File: src/rtl/frontpanel_led_refresh_pkg.sv
// Shared types and constants for the front-panel LED refresh controller.
// Build option FRONTPANEL_REFRESH_CRC_EN appends a CRC-8 byte to every refresh frame.
package frontpanel_led_refresh_pkg;

  // Controller states. The order is irrelevant; the encoding is never decoded by name elsewhere.
  typedef enum logic [2:0] {
    StIdle,
    StFwOwned,
    StCsSetup,
    StShift,
    StCsHold,
    StGap
  } fp_state_e;

  // Opcode plus four payload bytes.
  localparam int unsigned PAYLOAD_BITS = 40;

  // {relay_state, trig_out_led, trig_in_led}
  localparam int unsigned LED_STATE_BITS = 28;

`ifdef FRONTPANEL_REFRESH_CRC_EN
  localparam int unsigned FRAME_BITS = 48;
`else
  localparam int unsigned FRAME_BITS = 40;
`endif

  localparam logic [7:0] CRC8_POLY = 8'h07;

`ifdef FRONTPANEL_REFRESH_CRC_EN
  // CRC-8, MSB first, init 0, no reflection, no final XOR.
  function automatic logic [7:0] crc8(input logic [PAYLOAD_BITS-1:0] data);
    logic [7:0] crc;
    crc = 8'h00;
    for (int i = PAYLOAD_BITS - 1; i >= 0; i--) begin
      if (crc[7] ^ data[i]) begin
        crc = {crc[6:0], 1'b0} ^ CRC8_POLY;
      end else begin
        crc = {crc[6:0], 1'b0};
      end
    end
    return crc;
  endfunction
`endif

endpackage

File: src/rtl/frontpanel_spi_shifter.sv
// SPI mode-0 frame shifter: parallel load, SCK divider and bit counter.
// load presents the frame MSB on mosi; start begins clocking; done pulses on the
// final SCK falling edge, in the same cycle the shifter returns to idle.
module frontpanel_spi_shifter
  import frontpanel_led_refresh_pkg::*;
#(
  parameter int unsigned CLK_DIV = 10
) (
  input  logic                  clk,
  input  logic                  rst,
  input  logic                  load,
  input  logic [FRAME_BITS-1:0] frame_data,
  input  logic                  start,
  output logic                  done,
  output logic                  sck,
  output logic                  mosi
);

  localparam int unsigned DivW = (CLK_DIV > 1) ? $clog2(CLK_DIV) : 1;
  localparam int unsigned BitW = $clog2(FRAME_BITS);

  localparam logic [DivW-1:0] DivLast = DivW'(CLK_DIV - 1);
  localparam logic [BitW-1:0] BitLast = BitW'(FRAME_BITS - 1);

  logic [FRAME_BITS-1:0] shreg_q;
  logic [DivW-1:0]       div_q;
  logic [BitW-1:0]       bit_q;
  logic                  active_q;
  logic                  sck_q;
  logic                  div_last;

  assign div_last = (div_q == DivLast);

  // Last half-period of the last bit, SCK currently high.
  assign done = active_q & div_last & sck_q & (bit_q == BitLast);
  assign sck  = sck_q;
  assign mosi = shreg_q[FRAME_BITS-1];

  // Half-period divider; data advances on each SCK falling edge.
  always_ff @(posedge clk) begin
    if (rst) begin
      shreg_q  <= '0;
      div_q    <= '0;
      bit_q    <= '0;
      active_q <= 1'b0;
      sck_q    <= 1'b0;
    end else if (load) begin
      shreg_q  <= frame_data;
      div_q    <= '0;
      bit_q    <= '0;
      active_q <= 1'b0;
      sck_q    <= 1'b0;
    end else if (start) begin
      div_q    <= '0;
      bit_q    <= '0;
      active_q <= 1'b1;
      sck_q    <= 1'b0;
    end else if (active_q) begin
      if (div_last) begin
        div_q <= '0;
        sck_q <= ~sck_q;
        if (sck_q) begin
          shreg_q <= {shreg_q[FRAME_BITS-2:0], 1'b0};
          if (bit_q == BitLast) begin
            active_q <= 1'b0;
          end else begin
            bit_q <= bit_q + BitW'(1);
          end
        end
      end else begin
        div_q <= div_q + DivW'(1);
      end
    end
  end

endmodule

File: src/rtl/frontpanel_led_refresh.sv
// Front-panel LED/relay refresh controller.
// Sends the indicator state over the shared front-panel SPI link whenever it changes and on a
// periodic refresh, and hands the pins to the firmware SPI host on request.
// Build option FRONTPANEL_REFRESH_CRC_EN appends a CRC-8 byte to every frame.
module frontpanel_led_refresh
  import frontpanel_led_refresh_pkg::*;
#(
  parameter int unsigned CLK_DIV        = 10,
  parameter int unsigned REFRESH_CYCLES = 25000000,
  parameter logic [7:0]  OPCODE         = 8'h01,
  parameter int unsigned HOLDOFF        = 4
) (
  input  logic        clk,
  input  logic        rst,
  input  logic [11:0] trig_in_led,
  input  logic [11:0] trig_out_led,
  input  logic [3:0]  relay_state,
  input  logic        fw_req,
  output logic        fw_gnt,
  input  logic        fw_sck,
  input  logic        fw_mosi,
  input  logic        fw_cs_n,
  output logic        spi_sck,
  output logic        spi_mosi,
  output logic        spi_cs_n,
  output logic        busy,
  output logic [15:0] frame_count
);

  localparam int unsigned TimerW = (REFRESH_CYCLES > 1) ? $clog2(REFRESH_CYCLES) : 1;
  localparam int unsigned CntMax = (CLK_DIV > HOLDOFF) ? CLK_DIV : HOLDOFF;
  localparam int unsigned CntW   = (CntMax > 1) ? $clog2(CntMax) : 1;

  localparam logic [TimerW-1:0] TimerMax    = TimerW'(REFRESH_CYCLES - 1);
  localparam logic [CntW-1:0]   DivLast     = CntW'(CLK_DIV - 1);
  localparam logic [CntW-1:0]   HoldoffLast = CntW'(HOLDOFF - 1);

  fp_state_e                 state_q;
  logic [CntW-1:0]           cnt_q;
  logic [TimerW-1:0]         timer_q;
  logic [LED_STATE_BITS-1:0] last_sent_q;
  logic [LED_STATE_BITS-1:0] shadow_q;
  logic                      force_pending_q;
  logic                      fw_block_q;
  logic                      gap_from_fw_q;
  logic                      fw_gnt_q;
  logic                      cs_n_q;
  logic                      busy_q;
  logic [15:0]               frame_count_q;

  logic [LED_STATE_BITS-1:0] cur_state;
  logic [PAYLOAD_BITS-1:0]   payload;
  logic [FRAME_BITS-1:0]     frame_data;
  logic                      pending;
  logic                      fw_wins;
  logic                      frame_load;
  logic                      shift_start;
  logic                      shift_done;
  logic                      shift_sck;
  logic                      shift_mosi;

  assign cur_state = {relay_state, trig_out_led, trig_in_led};

  // Built from the live inputs: the shifter loads it in the same cycle the shadow captures them.
  assign payload = {OPCODE, relay_state, trig_out_led[11:8], trig_out_led[7:0],
                    4'h0, trig_in_led[11:8], trig_in_led[7:0]};

`ifdef FRONTPANEL_REFRESH_CRC_EN
  assign frame_data = {payload, crc8(payload)};
`else
  assign frame_data = payload;
`endif

  assign pending = force_pending_q | (cur_state != last_sent_q) | (timer_q == TimerMax);

  // Right after a firmware session a pending refresh beats an immediate re-request.
  assign fw_wins     = fw_req & ~fw_block_q;
  assign frame_load  = (state_q == StIdle) & ~fw_wins & pending;
  assign shift_start = (state_q == StCsSetup) & (cnt_q == DivLast);

  frontpanel_spi_shifter #(
    .CLK_DIV (CLK_DIV)
  ) u_shifter (
    .clk        (clk),
    .rst        (rst),
    .load       (frame_load),
    .frame_data (frame_data),
    .start      (shift_start),
    .done       (shift_done),
    .sck        (shift_sck),
    .mosi       (shift_mosi)
  );

  // Control FSM with registered outputs, refresh timer and change tracking.
  always_ff @(posedge clk) begin
    if (rst) begin
      state_q         <= StIdle;
      cnt_q           <= '0;
      timer_q         <= '0;
      last_sent_q     <= '0;
      shadow_q        <= '0;
      force_pending_q <= 1'b1;
      fw_block_q      <= 1'b0;
      gap_from_fw_q   <= 1'b0;
      fw_gnt_q        <= 1'b0;
      cs_n_q          <= 1'b1;
      busy_q          <= 1'b0;
      frame_count_q   <= '0;
    end else begin
      fw_block_q <= 1'b0;
      if (timer_q != TimerMax) begin
        timer_q <= timer_q + TimerW'(1);
      end

      unique case (state_q)
        StIdle: begin
          if (fw_wins) begin
            fw_gnt_q <= 1'b1;
            state_q  <= StFwOwned;
          end else if (pending) begin
            shadow_q        <= cur_state;
            force_pending_q <= 1'b0;
            busy_q          <= 1'b1;
            cs_n_q          <= 1'b0;
            timer_q         <= '0;
            cnt_q           <= '0;
            state_q         <= StCsSetup;
          end
        end

        StFwOwned: begin
          if (!fw_req) begin
            fw_gnt_q      <= 1'b0;
            cs_n_q        <= 1'b1;
            gap_from_fw_q <= 1'b1;
            cnt_q         <= '0;
            state_q       <= StGap;
          end
        end

        StCsSetup: begin
          if (cnt_q == DivLast) begin
            cnt_q   <= '0;
            state_q <= StShift;
          end else begin
            cnt_q <= cnt_q + CntW'(1);
          end
        end

        StShift: begin
          if (shift_done) begin
            cnt_q   <= '0;
            state_q <= StCsHold;
          end
        end

        StCsHold: begin
          if (cnt_q == DivLast) begin
            cs_n_q        <= 1'b1;
            busy_q        <= 1'b0;
            last_sent_q   <= shadow_q;
            frame_count_q <= frame_count_q + 16'd1;
            gap_from_fw_q <= 1'b0;
            cnt_q         <= '0;
            state_q       <= StGap;
          end else begin
            cnt_q <= cnt_q + CntW'(1);
          end
        end

        StGap: begin
          if (cnt_q == HoldoffLast) begin
            fw_block_q <= gap_from_fw_q;
            cnt_q      <= '0;
            state_q    <= StIdle;
          end else begin
            cnt_q <= cnt_q + CntW'(1);
          end
        end

        default: begin
          state_q <= StIdle;
        end
      endcase
    end
  end

  // Pin mux: firmware drives the link with zero latency while granted.
  assign spi_sck     = fw_gnt_q ? fw_sck  : shift_sck;
  assign spi_mosi    = fw_gnt_q ? fw_mosi : shift_mosi;
  assign spi_cs_n    = fw_gnt_q ? fw_cs_n : cs_n_q;
  assign fw_gnt      = fw_gnt_q;
  assign busy        = busy_q;
  assign frame_count = frame_count_q;

  // Firmware must deassert its chip select before releasing the link.
  a_fw_release_cs : assert property (@(posedge clk) disable iff (rst)
    (state_q == StFwOwned && !fw_req) |-> fw_cs_n)
    else $error("fw_req dropped while fw_cs_n low");

  a_gnt_not_busy : assert property (@(posedge clk) disable iff (rst) !(fw_gnt_q && busy_q))
    else $error("fw_gnt asserted during a refresh frame");

endmodule

File: config.mk
export PLATFORM = sky130hd
export DESIGN_NAME = frontpanel_led_refresh
export DESIGN_NICKNAME = d
export VERILOG_FILES = /design/src/rtl/frontpanel_led_refresh_pkg.sv /design/src/rtl/frontpanel_spi_shifter.sv /design/src/rtl/frontpanel_led_refresh.sv
export SDC_FILE = /design/constraint.sdc
export NUM_CORES = 1
export LEC_CHECK = 0
export CORE_MARGIN = 3
export CORE_UTILIZATION = 25
export CTS_BUF_LIST = sky130_fd_sc_hd__clkbuf_2
export CTS_CLUSTER_DIAMETER = 40
export DETAILED_ROUTE_END_ITERATION = 12
export MAX_ROUTING_LAYER = met4
export PLACE_DENSITY_LB_ADDON = 0.12
export SETUP_SLACK_MARGIN = 0.15
export SLEW_MARGIN = 20
export SYNTH_ARGS = -nofsm -noshare
export SYNTH_HDL_FRONTEND = slang
export SYNTH_HIERARCHICAL = 1
export SYNTH_SLANG_ARGS = --single-unit
export TNS_END_PERCENT = 30
File: constraint.sdc
create_clock -name clk -period 4.05 [get_ports clk]
set_input_delay 0.405 -clock clk [delete_from_list [all_inputs] [get_ports clk]]
set_output_delay 0.405 -clock clk [all_outputs]
set_load 0.02 [all_outputs]
==> results.sh, run 1 <==
export IMPL_status="complete, no violations"
export IMPL_cts_buffer_depth=2
export IMPL_synth_edf_count=0
export IMPL_dp_slack_ns=0.420
export IMPL_p_per_area_mw_per_mm2=369
export IMPL_crit_path_end_kind="flop"
export IMPL_grt_ovfl_total=0
export IMPL_clk_pin_slew_ns=0.32
export IMPL_syn_to_final_growth_pct=15.3
export IMPL_clk_latency_ns=0.76
export IMPL_start_util_pct=25.7
export IMPL_die_width_um=179
export IMPL_cts_tree="done"
export IMPL_clock_sinks=162
export IMPL_netlist_area_leader_share_pct=43.5
export IMPL_antenna_found_initial=1
export IMPL_ys_types=56
export IMPL_hold_viol_final=0
export IMPL_drc_errors=0
export IMPL_dieArea_sq_mm=0.0319
export IMPL_slew_headroom_pct=35.4
export IMPL_dr_first_iter_drc_count=349
export IMPL_setup_tns_final_ns=0
export IMPL_synthArstFlopShare_pct=0
export IMPL_period_share_pct=81.4
export IMPL_viasPerCell=4.58
export IMPL_critPathArrivalTime_ns=3.92
export IMPL_core_area_sq_mm=0.0290
export IMPL_grt_max_degree=91
export IMPL_cp_start_kind="flop"
export IMPL_drv_slew=0
export IMPL_worstHoldPathCells=2
export IMPL_clock_skew_ns=0.0583
export IMPL_die_h_um=179
export IMPL_setup_viol=0
export IMPL_r2r_end="u_shifter/shreg_q[22]$_SDFFE_PP0P_"
export IMPL_dp_cells=1269
export IMPL_fin_cells=1302
export IMPL_grt_pass1_wl_um=31100
export IMPL_r2r_slack_ns=0.75
export IMPL_place_detailed_hpwl_um=12100
export IMPL_pin_count=55
export IMPL_dominantRegCellSynth="dfxtp_1"
export IMPL_ant_nets=0
export IMPL_cap_viol_max_count=0
export IMPL_final_common_cell="dfxtp_1"
export IMPL_io_buffer_count=54
export IMPL_rsz0062_at_grt="false"
export IMPL_ir_worst_vdd_mv=0.163
export IMPL_syn_inst=869
export IMPL_final_core_util_pct=29.6
export IMPL_synth_area_leaders="dfxtp_1, nor2_1, xor2_1, nand2_1, mux2i_1"
export IMPL_tightest_slew_ns=0.969
export IMPL_first_pass_iters=5
export IMPL_cp_max_fo=51
export IMPL_r2r_start="timer_q[0]$_SDFF_PP0_"
export IMPL_finalWirelength_um=18900
export IMPL_via_count=5958
export IMPL_post_cts_resized=0
export IMPL_hold_end="shadow_q[6]$_SDFFE_PP0P_"
export IMPL_ctsHtreeMaxLevel=4
export IMPL_cts_root_buf="clkbuf_2"
export IMPL_wire_per_inst_um=14.5
export IMPL_placementRows=62
export IMPL_clock_fmax_ghz=0.303
export IMPL_ys_seq_area_share_pct=43.5
export IMPL_worstPathRequired_ns=4.67
export IMPL_fin_nets=943
export IMPL_netlist_area_sq_mm=0.00745
export IMPL_yosysWarnings=6
export IMPL_leakagePower_nw=3.00
export IMPL_multi_input_area_sq_mm=0.00392
export IMPL_min_period_ns=3.30
export IMPL_final_cell_mix="dfxtp_1, nor2_1, nand2_1"
export IMPL_cts_buffers=17
export IMPL_synth_top_cell_by_area="dfxtp_1"
export IMPL_critPathKind="reg2reg"
export IMPL_worstRegToRegCells=9
export IMPL_globalplace_congestion=0.710
export IMPL_final_layout_size_suffix_gt1_share_pct=6.54
export IMPL_post_cts_buffers=0
export IMPL_holdCritStartpoint="rst"
export IMPL_hold_class="in2reg"
export IMPL_timing_final_ws_setup_ns=0.754
export IMPL_register_area_sq_mm=0.00324
export IMPL_grt_pass1_vias=5651
export IMPL_syn_area_per_cell_sq_um=8.58
export IMPL_cts_hold_fix_buffers=0
export IMPL_grtUsageTotal_pct=12.6
export IMPL_ys_ff_latch=162
export IMPL_fill_cells=3127
## where the power goes
part           total, mW  internal, mW  switching [mW]
combinational      0.445         0.197           0.248
clock              0.971         0.268           0.702
sequential          1.76          1.69          0.0662
## cell type report
type	count	share of cell area [%]
inverter	10	0.437
antenna	1	0.0291
multi-input combinational	646	45.6
timing repair buffer	67	7.39
clock inverter	15	2.20
clock buffer	17	0.990
tap	384	5.59
sequential	162	37.7
## routing by layer
layer	routed length, um	global-route usage, %	vias to the layer above	share of wire, %
met5	0	-	-	0
met4	159	2.86	0	0.84
met3	459	2.58	8	2.4
met2	8360	18.6	66	44
met1	9920	17.6	2780	52
li1	-	-	3104	-
## sequential cells by signal, summed over array words and instances, names as in the netlist
signal / cells
frame_count: 16
shadow_q: 28
cs_n_q: 1
u_shifter/sck: 1
fw_block_q: 1
state_q: 3
timer_q: 25
force_pending_q: 1
u_shifter/div_q: 4
busy: 1
u_shifter/bit_q: 6
gap_from_fw_q: 1
u_shifter/active_q: 1
fw_gnt: 1
last_sent_q: 28
u_shifter/shreg_q: 40
cnt_q: 4
## worst max-delay path: stages (launching register included)
cell and delay [ns]:
dfxtp_1 0.47, ha_1 0.21, and4_1 0.36, nand4_2 0.18, nor4_4 0.48, o31ai_4 0.09
inv_2 0.38, buf_4 0.49, nor4_1 0.11, a2111oi_0 0.41
## Yosys cell counts, drive strengths merged, types with 5 or more instances
| master | number |
|---|---|
| a2111oi | 33 |
| a21oi | 48 |
| and2 | 8 |
| and3 | 7 |
| buf | 12 |
| clkbuf | 49 |
| dfxtp | 162 |
| ha | 5 |
| inv | 10 |
| mux2i | 31 |
| nand2 | 98 |
| nand2b | 6 |
| nand3 | 20 |
| nand4 | 12 |
| nor2 | 119 |
| nor2b | 41 |
| nor3 | 15 |
| nor4 | 45 |
| o211ai | 8 |
| o21ai | 18 |
| or3 | 8 |
| xnor2 | 15 |
| xor2 | 50 |
## logic make-up after synthesis
| kind of cell | count (synthesis) | synth area share, % |
|---|---|---|
| buf+inv | 71 | 4.36 |
| simple gates | 398 | 26.6 |
| flops | 162 | 43.5 |
| mux | 34 | 4.62 |
| other cells | 2 | 0.101 |
| xor+xnor | 65 | 7.64 |
| compound gates | 132 | 12.3 |
| fa+ha+maj | 5 | 0.839 |
## through the flow
step           cell area (sq um)  power (mW)  hold slack, ns
3_3_place_gp                8320        2.24           0.440
4_1_cts                     8590        3.24           0.156
5_1_grt                     8600        3.37           0.141
6_report                    8600        3.17           0.224
3_5_place_dp                8320        2.24           0.445
2_1_floorplan               7490        2.10           0.427
## worst max-delay path by stage
stage	start	end
3_3_place_gp	trig_out_led[1]	u_shifter/shreg_q[26]$_SDFFE_PP0P_
2_1_floorplan	timer_q[0]$_SDFF_PP0_	u_shifter/shreg_q[30]$_SDFFE_PP0P_
3_5_place_dp	trig_out_led[10]	u_shifter/shreg_q[10]$_SDFFE_PP0P_
4_1_cts	timer_q[0]$_SDFF_PP0_	u_shifter/shreg_q[22]$_SDFFE_PP0P_
5_1_grt	timer_q[0]$_SDFF_PP0_	u_shifter/shreg_q[29]$_SDFFE_PP0P_
6_report	timer_q[0]$_SDFF_PP0_	u_shifter/shreg_q[22]$_SDFFE_PP0P_
Power figures use the tool's default switching activity.
==> run 2, diff against run 1 <==
==> constraint.sdc (replaced) <==
create_clock -name clk -period 3.24 [get_ports clk]
set_input_delay 0.324 -clock clk [delete_from_list [all_inputs] [get_ports clk]]
set_output_delay 0.324 -clock clk [all_outputs]
set_load 0.02 [all_outputs]
==> run 2 against run 1 <==
Effect of this change:
- non-clock buffer count up 20
- cell count rose by 1.8%
- clock power increased by 31%
- die area did not move
- register-to-register slack got worse by 0.36 ns
- utilization up 0.83 points
- sequential cell count unchanged
- hold slack worse by 0.0081 ns
- critical path depth increased by 3
- total power rose by 28%
- routed wire length is 2.4% higher
- first-iteration DRC count shrank 8.0%
- critical path type unchanged
- largest power group unchanged
==> results.sh, run 2 (synthesis gave the netlist of run 1 again) <==
export IMPL_placementRows=62
export IMPL_min_period_ns=2.85
export IMPL_ant_nets=0
export IMPL_cts_root_buf="clkbuf_2"
export IMPL_cp_start_kind="flop"
export IMPL_antenna_found_initial=1
export IMPL_worstPathCellList="ha_1 > nor4bb_1 > nand2_1 > nor3_1 > buf_4 > inv_1 > a22o_1 > a221oi_1 > o41ai_1 > buf_4 > o21ai_0 > a21oi_1"
export IMPL_largest_reg_flops=40
export IMPL_holdCritStartpoint="trig_out_led[6]"
export IMPL_cts_tree="done"
export IMPL_crit_top_cell="buf_4"
export IMPL_ctsHtreeMaxLevel=4
export IMPL_grt_pass1_vias=5775
export IMPL_top_register="u_shifter/shreg_q"
export IMPL_first_pass_iters=4
export IMPL_rsz0062_at_grt="false"
export IMPL_hold_end="u_shifter/shreg_q[22]$_SDFFE_PP0P_"
export IMPL_tightest_slew_ns=0.686
export IMPL_period_share_pct=87.8
export IMPL_dr_first_iter_drc_count=321
export IMPL_ir_worst_vdd_mv=0.292
export IMPL_r2r_slack_ns=0.39
export IMPL_post_cts_buffers=0
export IMPL_hold_class="in2reg"
export IMPL_slew_headroom_pct=54.0
export IMPL_crit_path_end_kind="flop"
export IMPL_globalplace_congestion=0.701
export IMPL_worstRegToRegCells=12
export IMPL_path_buf_inv=3
export IMPL_clock_sinks=162
export IMPL_pin_count=55
export IMPL_cap_viol_max_count=0
export IMPL_r2r_end="cnt_q[2]$_SDFFE_PP0P_"
export IMPL_final_cell_mix="dfxtp_1, nor2_1, nand2_1"
export IMPL_multi_input_area_sq_mm=0.00392
export IMPL_hold_viol_final=0
export IMPL_viasPerCell=4.57
export IMPL_leakagePower_nw=3.13
export IMPL_reg_top3="u_shifter/shreg_q: 40 flops, last_sent_q: 28 flops, shadow_q: 28 flops"
export IMPL_drc_errors=0
export IMPL_grt_ovfl_total=0
export IMPL_wire_per_inst_um=14.6
export IMPL_critPathSlowestCell="nor4bb_1"
export IMPL_register_area_sq_mm=0.00324
export IMPL_finalWirelength_um=19300
export IMPL_clock_skew_ns=0.0670
export IMPL_core_area_sq_mm=0.0290
export IMPL_dieArea_sq_mm=0.0319
export IMPL_fin_nets=963
export IMPL_post_cts_resized=0
export IMPL_via_count=6050
export IMPL_cts_buffers=17
export IMPL_syn_to_final_growth_pct=18.6
export IMPL_final_common_cell="dfxtp_1"
export IMPL_start_util_pct=25.7
export IMPL_setup_tns_final_ns=0
export IMPL_critPathKind="reg2reg"
export IMPL_critPathArrivalTime_ns=3.49
export IMPL_clk_pin_slew_ns=0.32
export IMPL_status="complete, no violations"
export IMPL_setup_viol=0
export IMPL_final_core_util_pct=30.5
export IMPL_worstPathRequired_ns=3.88
export IMPL_cp_max_fo=4
export IMPL_r2r_start="u_shifter/bit_q[1]$_SDFFE_PP0P_"
export IMPL_p_per_area_mw_per_mm2=460
export IMPL_place_detailed_hpwl_um=12400
export IMPL_drv_slew=0
export IMPL_worstHoldPathCells=3
export IMPL_clk_latency_ns=0.77
export IMPL_max_stage_delay_ns=0.50
export IMPL_grtUsageTotal_pct=12.7
export IMPL_cts_buffer_depth=2
export IMPL_hold_slack_ns=0.215
export IMPL_die_h_um=179
export IMPL_grt_pass1_wl_um=31500
export IMPL_io_buffer_count=54
export IMPL_fill_cells=3127
export IMPL_die_width_um=179
export IMPL_grt_max_degree=83
export IMPL_final_layout_size_suffix_gt1_share_pct=8.43
export IMPL_clock_fmax_ghz=0.351
export IMPL_critical_path_top_delay_family="compound AO/OA/AOI/OAI gates"
==> run 2: worst max path at each step <==
stage,from,to,cells after the start
2_1_floorplan,timer_q[0]$_SDFF_PP0_,u_shifter/shreg_q[30]$_SDFFE_PP0P_,12
3_3_place_gp,trig_out_led[1],u_shifter/shreg_q[8]$_SDFFE_PP0P_,10
3_5_place_dp,trig_out_led[1],u_shifter/shreg_q[26]$_SDFFE_PP0P_,10
4_1_cts,u_shifter/bit_q[0]$_SDFFE_PP0P_,cnt_q[3]$_SDFFE_PP0P_,12
5_1_grt,u_shifter/bit_q[0]$_SDFFE_PP0P_,cnt_q[3]$_SDFFE_PP0P_,12
6_report,u_shifter/bit_q[1]$_SDFFE_PP0P_,cnt_q[2]$_SDFFE_PP0P_,12
==> run 2: per-layer routing <==
metal | up-vias | GRT usage, % | part of all wire [%] | wire length [um]
met5 | - | - | 0 | 0
met4 | 0 | 2.92 | 0.98 | 190
li1 | 3154 | - | - | -
met3 | 14 | 2.41 | 2.7 | 517
met1 | 2823 | 17.8 | 53 | 10200
met2 | 59 | 19.1 | 44 | 8450
==> run 2: final cells by class <==
class	count	share of cell area, %
clock buffers	17	0.963
clock inverters	15	2.35
inverters	10	0.425
repair buffers	87	9.63
diodes	4	0.113
flip-flops and latches	162	36.7
multi-input cells	646	44.4
well taps	384	5.44
==> run 2: worst min-delay path, stage by stage <==
cell	delay, ns
clkdlybuf4s50_1	0.48
nor2b_1	0.13
a2111oi_0	0.06
==> run 2: what timing repair did <==
item                                    4_1_cts  5_1_grt
hold buffers                                  1        0
endpoints found under the setup margin        0        0
hold endpoints to repair                      9        0
==> run 2: power breakdown <==
part | internal (mW) | switching [mW]
registers | 2.12 | 0.0745
logic | 0.284 | 0.327
clock network | 0.352 | 0.914
total | 2.75 | 1.32
==> run 2: metrics by stage <==
stage	std cells	setup slack, ns	cell area (sq um)	total power, mW
2_1_floorplan	879	0.407	7490	2.62
3_3_place_gp	1288	0.254	8530	2.85
3_5_place_dp	1288	0.200	8530	2.85
4_1_cts	1321	0.357	8830	4.16
5_1_grt	1325	0.165	8840	4.31
6_report	1325	0.395	8840	4.07
